**config.mk**
```make
export PLATFORM = sky130hd
export DESIGN_NAME = rgb_led_driver
export DESIGN_NICKNAME = d
export VERILOG_FILES = /design/src/rtl/rgb_led_driver.sv
export SDC_FILE = /design/constraint.sdc
export NUM_CORES = 1
export LEC_CHECK = 0
export ABC_AREA = 1
export BUFFER_PORTS_ARGS = -buffer_cell sky130_fd_sc_hd__clkbuf_2
export CAP_MARGIN = 10
export CORE_MARGIN = 5
export CORE_UTILIZATION = 40
export DETAILED_ROUTE_END_ITERATION = 10
export HOLD_SLACK_MARGIN = 0.06
export SLEW_MARGIN = 20
export SYNTH_ARGS = -nofsm -noshare
export SYNTH_HDL_FRONTEND = slang
export SYNTH_SLANG_ARGS = --single-unit
export TNS_END_PERCENT = 50
```
**constraint.sdc**
```tcl
create_clock -name clk -period 3.1 [get_ports clk]
set_input_delay 0.62 -clock clk [delete_from_list [all_inputs] [get_ports clk]]
set_output_delay 0.62 -clock clk [all_outputs]
set_load 0.005 [all_outputs]
```
**src/rtl/rgb_led_driver.sv**
```systemverilog
// RGB LED driver: debounces the comparator colour flags, dims with PWM and
// flashes the newly accepted colour for a fixed number of blinks.
module rgb_led_driver #(
  parameter int PWM_BITS      = 4,
  parameter int STABLE_CYCLES = 4,
  parameter int BLINK_CYCLES  = 8,
  parameter int BLINK_COUNT   = 2
) (
  input  logic                clk,
  input  logic                rst,
  input  logic                red_in,
  input  logic                green_in,
  input  logic                blue_in,
  input  logic [PWM_BITS-1:0] brightness,
  output logic                red_led,
  output logic                green_led,
  output logic                blue_led,
  output logic                busy
);

  localparam int SW = (STABLE_CYCLES > 1) ? $clog2(STABLE_CYCLES) : 1;
  localparam int TW = (BLINK_CYCLES > 1) ? $clog2(BLINK_CYCLES) : 1;
  localparam int BW = $clog2(BLINK_COUNT + 1);
  localparam logic [SW-1:0] SMAX = SW'(STABLE_CYCLES - 1);
  localparam logic [TW-1:0] TMAX = TW'(BLINK_CYCLES - 1);
  localparam logic [BW-1:0] BMAX = BW'(BLINK_COUNT);

  typedef enum logic [1:0] {STEADY, BLINK_OFF, BLINK_ON} state_t;

  logic [2:0]          w_in3;
  logic [2:0]          r_cand;
  logic [2:0]          r_acc;
  logic [SW-1:0]       r_scnt;
  logic                w_chg;
  logic [PWM_BITS-1:0] r_pcnt;
  logic [PWM_BITS-1:0] r_bq;
  logic                w_pwm_on;
  state_t              r_state;
  state_t              w_next_state;
  logic [TW-1:0]       r_tcnt;
  logic [TW-1:0]       w_tcnt_nxt;
  logic [BW-1:0]       r_bcnt;
  logic [BW-1:0]       w_bcnt_nxt;
  logic [BW-1:0]       w_bcnt_inc;
  logic [2:0]          r_led;
  logic                r_busy;

  assign w_in3 = {red_in, green_in, blue_in};
  // chg fires on the same edge that copies cand into acc
  assign w_chg = (w_in3 == r_cand) && (r_scnt == SMAX) && (r_cand != r_acc);

  always_ff @(posedge clk) begin
    if (rst) begin
      r_cand <= 3'b000;
      r_acc  <= 3'b000;
      r_scnt <= '0;
    end else if (w_in3 != r_cand) begin
      r_cand <= w_in3;
      r_scnt <= '0;
    end else if (r_scnt < SMAX) begin
      r_scnt <= r_scnt + SW'(1);
    end else if (r_cand != r_acc) begin
      r_acc <= r_cand;
    end
  end

  // Brightness is latched only at the period boundary to avoid partial periods
  always_ff @(posedge clk) begin
    if (rst) begin
      r_pcnt <= '0;
      r_bq   <= '0;
    end else begin
      r_pcnt <= r_pcnt + PWM_BITS'(1);
      if (r_pcnt == '1) r_bq <= brightness;
    end
  end

  assign w_pwm_on = (r_pcnt < r_bq);

  always_ff @(posedge clk) begin
    if (rst) begin
      r_state <= STEADY;
      r_tcnt  <= '0;
      r_bcnt  <= '0;
    end else begin
      r_state <= w_next_state;
      r_tcnt  <= w_tcnt_nxt;
      r_bcnt  <= w_bcnt_nxt;
    end
  end

  always_comb begin
    w_next_state = r_state;
    w_tcnt_nxt   = r_tcnt;
    w_bcnt_nxt   = r_bcnt;
    w_bcnt_inc   = r_bcnt + BW'(1);
    if (w_chg) begin
      w_next_state = BLINK_OFF;
      w_tcnt_nxt   = '0;
      w_bcnt_nxt   = '0;
    end else begin
      case (r_state)
        STEADY: begin
          w_next_state = STEADY;
        end
        BLINK_OFF: begin
          if (r_tcnt == TMAX) begin
            w_next_state = BLINK_ON;
            w_tcnt_nxt   = '0;
          end else begin
            w_tcnt_nxt = r_tcnt + TW'(1);
          end
        end
        BLINK_ON: begin
          if (r_tcnt == TMAX) begin
            w_bcnt_nxt   = w_bcnt_inc;
            w_tcnt_nxt   = '0;
            w_next_state = (w_bcnt_inc == BMAX) ? STEADY : BLINK_OFF;
          end else begin
            w_tcnt_nxt = r_tcnt + TW'(1);
          end
        end
        default: begin
          w_next_state = STEADY;
        end
      endcase
    end
  end

  always_ff @(posedge clk) begin
    if (rst) begin
      r_led  <= 3'b000;
      r_busy <= 1'b0;
    end else begin
      r_led  <= r_acc & {3{w_pwm_on}} & {3{w_next_state != BLINK_OFF}};
      r_busy <= (w_next_state != STEADY);
    end
  end

  assign red_led   = r_led[2];
  assign green_led = r_led[1];
  assign blue_led  = r_led[0];
  assign busy      = r_busy;

endmodule

```
=== Word-level counts from Yosys, hierarchy flattened ===
Cells that the tools add are included.

* Memories kept: 0
* Output and inout port bits: 4
* Input port bits: 9
* Flip-flop bits (word level): 27
* RAM bits: 0
* Latch bits: 0
* Bits in read-only memories: 0

* Div/mod/pow operators: 0
* $lt $le $gt $ge: 2
* $add $sub $neg: 4
* Equality and inequality tests: 10
* $mul: 0
* Bitwise gates (word level): 4
* Reduce and logical (&&, ||, !) cells: 8
* Multiplexer cells: 6
* Shift operators: 0

{| class="wikitable"
|+ Operators by type and width
! cell !! number
|-
| AND 3 bit || 2
|-
| == test 2 bit (second input constant) || 3
|-
| two-way mux 2 bit || 3
|-
| != test 3 bit || 2
|-
| OR reduction 2 bit || 3
|-
| adder 2 x 1 -> 2 bit (second input constant) || 2
|-
| adder 4 x 1 -> 4 bit (second input constant) || 1
|-
| == test 4 bit (second input constant) || 1
|-
| < comparator 4 bit || 1
|-
| case mux 2 bit (2 select lines) || 1
|-
| adder 3 x 1 -> 3 bit (second input constant) || 1
|-
| == test 3 bit || 1
|-
| == test 3 bit (second input constant) || 1
|-
| two-way mux 3 bit || 1
|-
| AND reduction 3 bit || 1
|-
| == test 2 x 1 -> 1 bit (second input constant) || 1
|-
| logical AND 1 bit || 2
|-
| < comparator 2 bit (second input constant) || 1
|-
| != test 2 x 1 -> 1 bit (second input constant) || 1
|-
| NOT 1 bit || 2
|-
| AND reduction 2 bit || 1
|-
| nonzero test 2 bit || 1
|-
| two-way mux 1 bit || 1
|}

=== Logic depth before layout (Yosys ltp) ===
* Depth after elaboration: 8
* Depth in mapped cells: 9

=== Worst setup path after synthesis ===
Ideal clock, no wire load.

* Kind: input port to flip-flop
* Start point: input port green_in
* End point: register r_busy, in the netlist busy
* Arrival: 1222 ps
* Required time: 2986 ps
* Slack: 1764 ps
* Setup time: 114 ps
* Stages: 8
* Buffers on the path: 0
* Cells stage by stage: inv_1 nand2_1 nand2_1 nand2_1 nor2_2 nand3_4 nand3_1 nand2_1

* Word-level cells in the longest chain between the ends: 5

{| class="wikitable"
|+ RTL lines
! item !! RTL line !! text
|-
| start: declaration || 12 || <nowiki>input logic green_in,</nowiki>
|-
| == test 3 bit || 50 || <nowiki>assign w_chg = (w_in3 == r_cand) && (r_scnt == SMAX) && (r_cand != r_acc);</nowiki>
|-
| logical AND 1 bit (2 in series) || 50 ||
|-
| two-way mux 2 bit || 97 || <nowiki>if (w_chg) begin</nowiki>
|-
| nonzero test 2 bit || 136 || <nowiki>r_busy <= (w_next_state != STEADY);</nowiki>
|-
| end signal: assignment || 136 ||
|-
| end: declaration || 46 || <nowiki>logic r_busy;</nowiki>
|}

Every way passes these cells.
A chain may end at the register's enable or synchronous reset.

=== Worst setup path after layout ===
* Start point: register r_tcnt[0]
* End point: register r_led[1]

* Word-level cells in the longest chain between the ends: 6
* Elaborated cells between the ends (all ways): 7
* Classes of those cells: 2 x eq/ne; 4 x mux; 1 x bitwise

{| class="wikitable"
|+ RTL lines
! item !! RTL line !! text
|-
| start: declaration || 40 || <nowiki>logic [TW-1:0] r_tcnt;</nowiki>
|-
| start signal: assignment || 87 || <nowiki>r_tcnt <= w_tcnt_nxt;</nowiki>
|-
| == test 3 bit * || 107, 115 ||
|-
| two-way mux 2 bit (on tied branches) || 115, 107 ||
|-
| case mux 2 bit (2 select lines) * || 102 || <nowiki>case (r_state)</nowiki>
|-
| two-way mux 2 bit * || 97 ||
|-
| != test 2 x 1 -> 1 bit * || 135 || <nowiki>r_led <= r_acc & {3{w_pwm_on}} & {3{w_next_state != BLINK_OFF}};</nowiki>
|-
| AND 3 bit * || 135 ||
|-
| end signal: assignment || 135 ||
|-
| end: declaration || 45 || <nowiki>logic [2:0] r_led;</nowiki>
|}

Every way passes the cells marked *; elsewhere a longest branch is shown, timed or not.

==> metrics.yaml <==
critical_path:
  rr_startpoint: "r_tcnt[0]$_SDFFE_PP0N_"
  critPathRequiredTime_ps: 3330
  reg2reg_setup_slack_ps: 1630
  critPathMaxFanout: 4
  worst_r2r_endpoint: "r_led[1]$_SDFF_PP0_"
  crit_path_top_delay_cell: "sky130_fd_sc_hd__dfxtp_1"
  crit_chain: "ha_1, ha_1, nand2_1, o22ai_1, nand3_1, nand3_2, nor2_1"
  critPathKind: "reg2reg"
  worst_path_most_repeated_cell: "sky130_fd_sc_hd__ha_1"
  slowest_delay_ps: 380
  cp_data_arrival_time_ps: 1690
  r2r.worst_path.cells: 7
  cp-end-kind: "flip-flop"
  startpoint_type: "flip-flop"
grt:
  grt_max_degree: 19
  globalRouteOverflowTotal: 0
  grt_pass1_wl_um: 3640
  initial_antenna_violation_count: 0
  first_global_vias: 915
  groute.usage.overall: 0.105
layout:
  final_nets: 185
  syn_to_final_growth_pct: 10.3
  post_route_cells_drive_above_1_share: 0.139
  num-fill-cells: 314
  n_antenna_cell: 0
power:
  power.leakage_uw: 0.000638
  pwr_density_cell_nw_per_um2: 408
  peakVddDrop_mv: 0.285
floorplanning:
  dieHeight_um: 65.1
  fp.dieArea_um2: 4240
  io_pins: 13
  initial_core_util: 0.408
  std_cell_rows: 20
  core_area_um2: 2980
  die_width_um: 65.1
synth:
  mappedNetlistArea_um2: 1210
  yosys.area.top_type: "sky130_fd_sc_hd__dfxtp_1"
  post_synth_main_area_contributors: "sky130_fd_sc_hd__dfxtp_1 (45%), sky130_fd_sc_hd__ha_1 (10%), sky130_fd_sc_hd__nand2_1 (7.7%)"
  netlist-cell-type-count: 21
  synth_area_per_cell_um2: 8.09
  synth_cells: 150
  synth.ff_latch_count: 27
  synth_top_area_share: 0.445
  synthesis.nets: 169
  synthesis.yosys.warnings: 0
  synth.yosys.seq_area_share: 0.445
sta:
  achievable-frequency_mhz: 681
  post-route-worst-setup-slack_ps: 1630
  final_hold_violating_endpoints: 0
  setup_repair_after_global_routing_missed_its_margin: "no"
  period_share: 0.474
  final-setup-viol-count: 0
  maxSlewViolCount: 0
  timing.max_slew.rel_slack: 0.778
  final.setup_skew_ps: 5.13
  worst_slew_pin_slew_ps: 330
  layout_min_cycle_time_ps: 1470
  setup_total_neg_slack_ps: 0
routing:
  routed-via-count: 916
  antenna_left: 0
  wl_per_cell_um: 9.66
  finalWirelength_um: 1910
  ratio_of_routed_vias_to_standard_cells: 4.63
  drc: 0
  dr.first_iter.drc_count: 12
  firstDrtPassIters: 4
hold_path:
  worst_hold_path_type: "reg2reg"
  hold_path_depth: 2
  worstHoldEndpoint: "r_bq[0]$_SDFFE_PP0N_"
  min_from: "r_bq[0]$_SDFFE_PP0N_"
run:
  cap_viol_max_count: 0
clock_tree:
  cts_hold_buf: 0
  clk_root_buffer_cell: "sky130_fd_sc_hd__clkbuf_4"
  worstSkewPairLatency_ps: 310
  tritoncts: "built"
  maximum_root_to_sink_buffer_count: 2
  number_of_clock_buffers_inserted_by_tritoncts: 3
  post_cts.resized_instances: 0
  cts.sink_count: 27
  cts_htree_levels: 1
  post-cts-setup-buffer-count: 0
  worst_setup_hold_path_clk_slew_ps: 140
placed_design:
  numPortBuffers: 12
  post-dp-hpwl_um: 1540
  place_worst_setup_slack_ps: 1570
  routabilityCongestion: 0.691
outcome:
  outcome: "complete, no violations"
## cell type report
cell class              count  area, µm²  share of cell area
multi-input cells          98        579               0.433
flip-flops and latches     27        541               0.404
inverters                  24       90.1              0.0673
repair buffers             12       60.1              0.0449
well taps                  33       41.3              0.0308
clock buffers               3       22.5              0.0168
clock inverters             1       5.00             0.00374
## worst max-delay path by stage
stage	startpoint	end	slack, ps	cells after the start
finish	r_tcnt[0]$_SDFFE_PP0N_	r_led[1]$_SDFF_PP0_	1630	7
global route	r_tcnt[0]$_SDFFE_PP0N_	r_led[2]$_SDFF_PP0_	1430	7
CTS	r_tcnt[0]$_SDFFE_PP0N_	r_led[2]$_SDFF_PP0_	1640	7
detailed placement	green_in	busy$_SDFF_PP0_	1570	9
global placement	green_in	busy$_SDFF_PP0_	1590	9
floorplan	green_in	busy$_SDFF_PP0_	1760	8
## per-stage QoR
stage | instance area, µm² | hold WS (ps) | utilization | std cells | power (µW)
final | 1340 | 463 | 0.450 | 198 | 546
after global routing | 1340 | 478 | 0.450 | 198 | 577
after CTS | 1340 | 470 | 0.450 | 198 | 554
after detailed placement | 1310 | 451 | 0.440 | 194 | 409
after global placement | 1310 | 442 | 0.440 | 194 | 408
after floorplan | 1210 | 424 | - | 150 | 397
## worst max-delay path, delay by kind of cell, from the launching register on
kind / cells / cell delay [ps]
AO/OA/AOI/OAI: 1 / 240
adder cells (fa/ha/maj): 2 / 350
flip-flops: 1 / 380
AND/OR/NAND/NOR: 4 / 400
## kinds of logic after synthesis
logic type / count (synthesis) / share of synthesized area
AOI/OAI and AO/OA: 18 / 0.0773
xor gates and xnor gates: 7 / 0.0505
adders and majority gates: 10 / 0.103
buffers and inverters: 25 / 0.0773
DFF: 27 / 0.445
muxes: 2 / 0.0165
and+or+nand+nor: 61 / 0.230
## Yosys cell counts
| cell type | count |
|---|---|
| sky130_fd_sc_hd__nand3_1 | 7 |
| sky130_fd_sc_hd__o22ai_1 | 1 |
| sky130_fd_sc_hd__nor2_2 | 1 |
| sky130_fd_sc_hd__nand3_4 | 1 |
| sky130_fd_sc_hd__o21ai_0 | 7 |
| sky130_fd_sc_hd__nor3_1 | 2 |
| sky130_fd_sc_hd__a21o_1 | 1 |
| sky130_fd_sc_hd__nand2_2 | 1 |
| sky130_fd_sc_hd__xnor2_1 | 4 |
| sky130_fd_sc_hd__mux2i_1 | 2 |
| sky130_fd_sc_hd__a21oi_1 | 9 |
| sky130_fd_sc_hd__nand3_2 | 2 |
| sky130_fd_sc_hd__nand2_1 | 25 |
| sky130_fd_sc_hd__buf_1 | 1 |
| sky130_fd_sc_hd__inv_2 | 2 |
| sky130_fd_sc_hd__inv_1 | 22 |
| sky130_fd_sc_hd__nand4_1 | 3 |
| sky130_fd_sc_hd__dfxtp_1 | 27 |
| sky130_fd_sc_hd__nor2_1 | 19 |
| sky130_fd_sc_hd__xor2_1 | 3 |
| sky130_fd_sc_hd__ha_1 | 10 |
## layer usage
layer  wire, µm  global-route usage  up-vias
met5          0                   0        -
met4         15              0.0233        0
met3         60              0.0225        2
met2        884               0.189       11
met1        951               0.128      392
li1           -                   -      511
## cell usage in the layout, fill, tap and decap left out, drive strengths merged, types with 2 or more instances in the layout
cell type / n
nand3: 10
xnor2: 4
nor2: 20
dfxtp: 27
xor2: 3
mux2i: 2
a21oi: 9
nand4: 3
o21ai: 7
nor3: 2
clkbuf: 15
ha: 10
inv: 24
nand2: 26
## report_power, final
group / leakage, µW / switching (µW) / internal [µW] / total [µW]
logic: 0.000401 / 23.7 / 17.8 / 41.5
clock network: 0.0000177 / 96.8 / 48.2 / 145
registers: 0.000219 / 6.27 / 353 / 359
## sequential cells by signal, indices dropped and copies added (netlist names)
name,count
busy,1
r_acc,3
r_bcnt,2
r_bq,4
r_cand,3
r_led,3
r_pcnt,4
r_scnt,2
r_state,2
r_tcnt,3
Power figures use the tool's default switching activity.
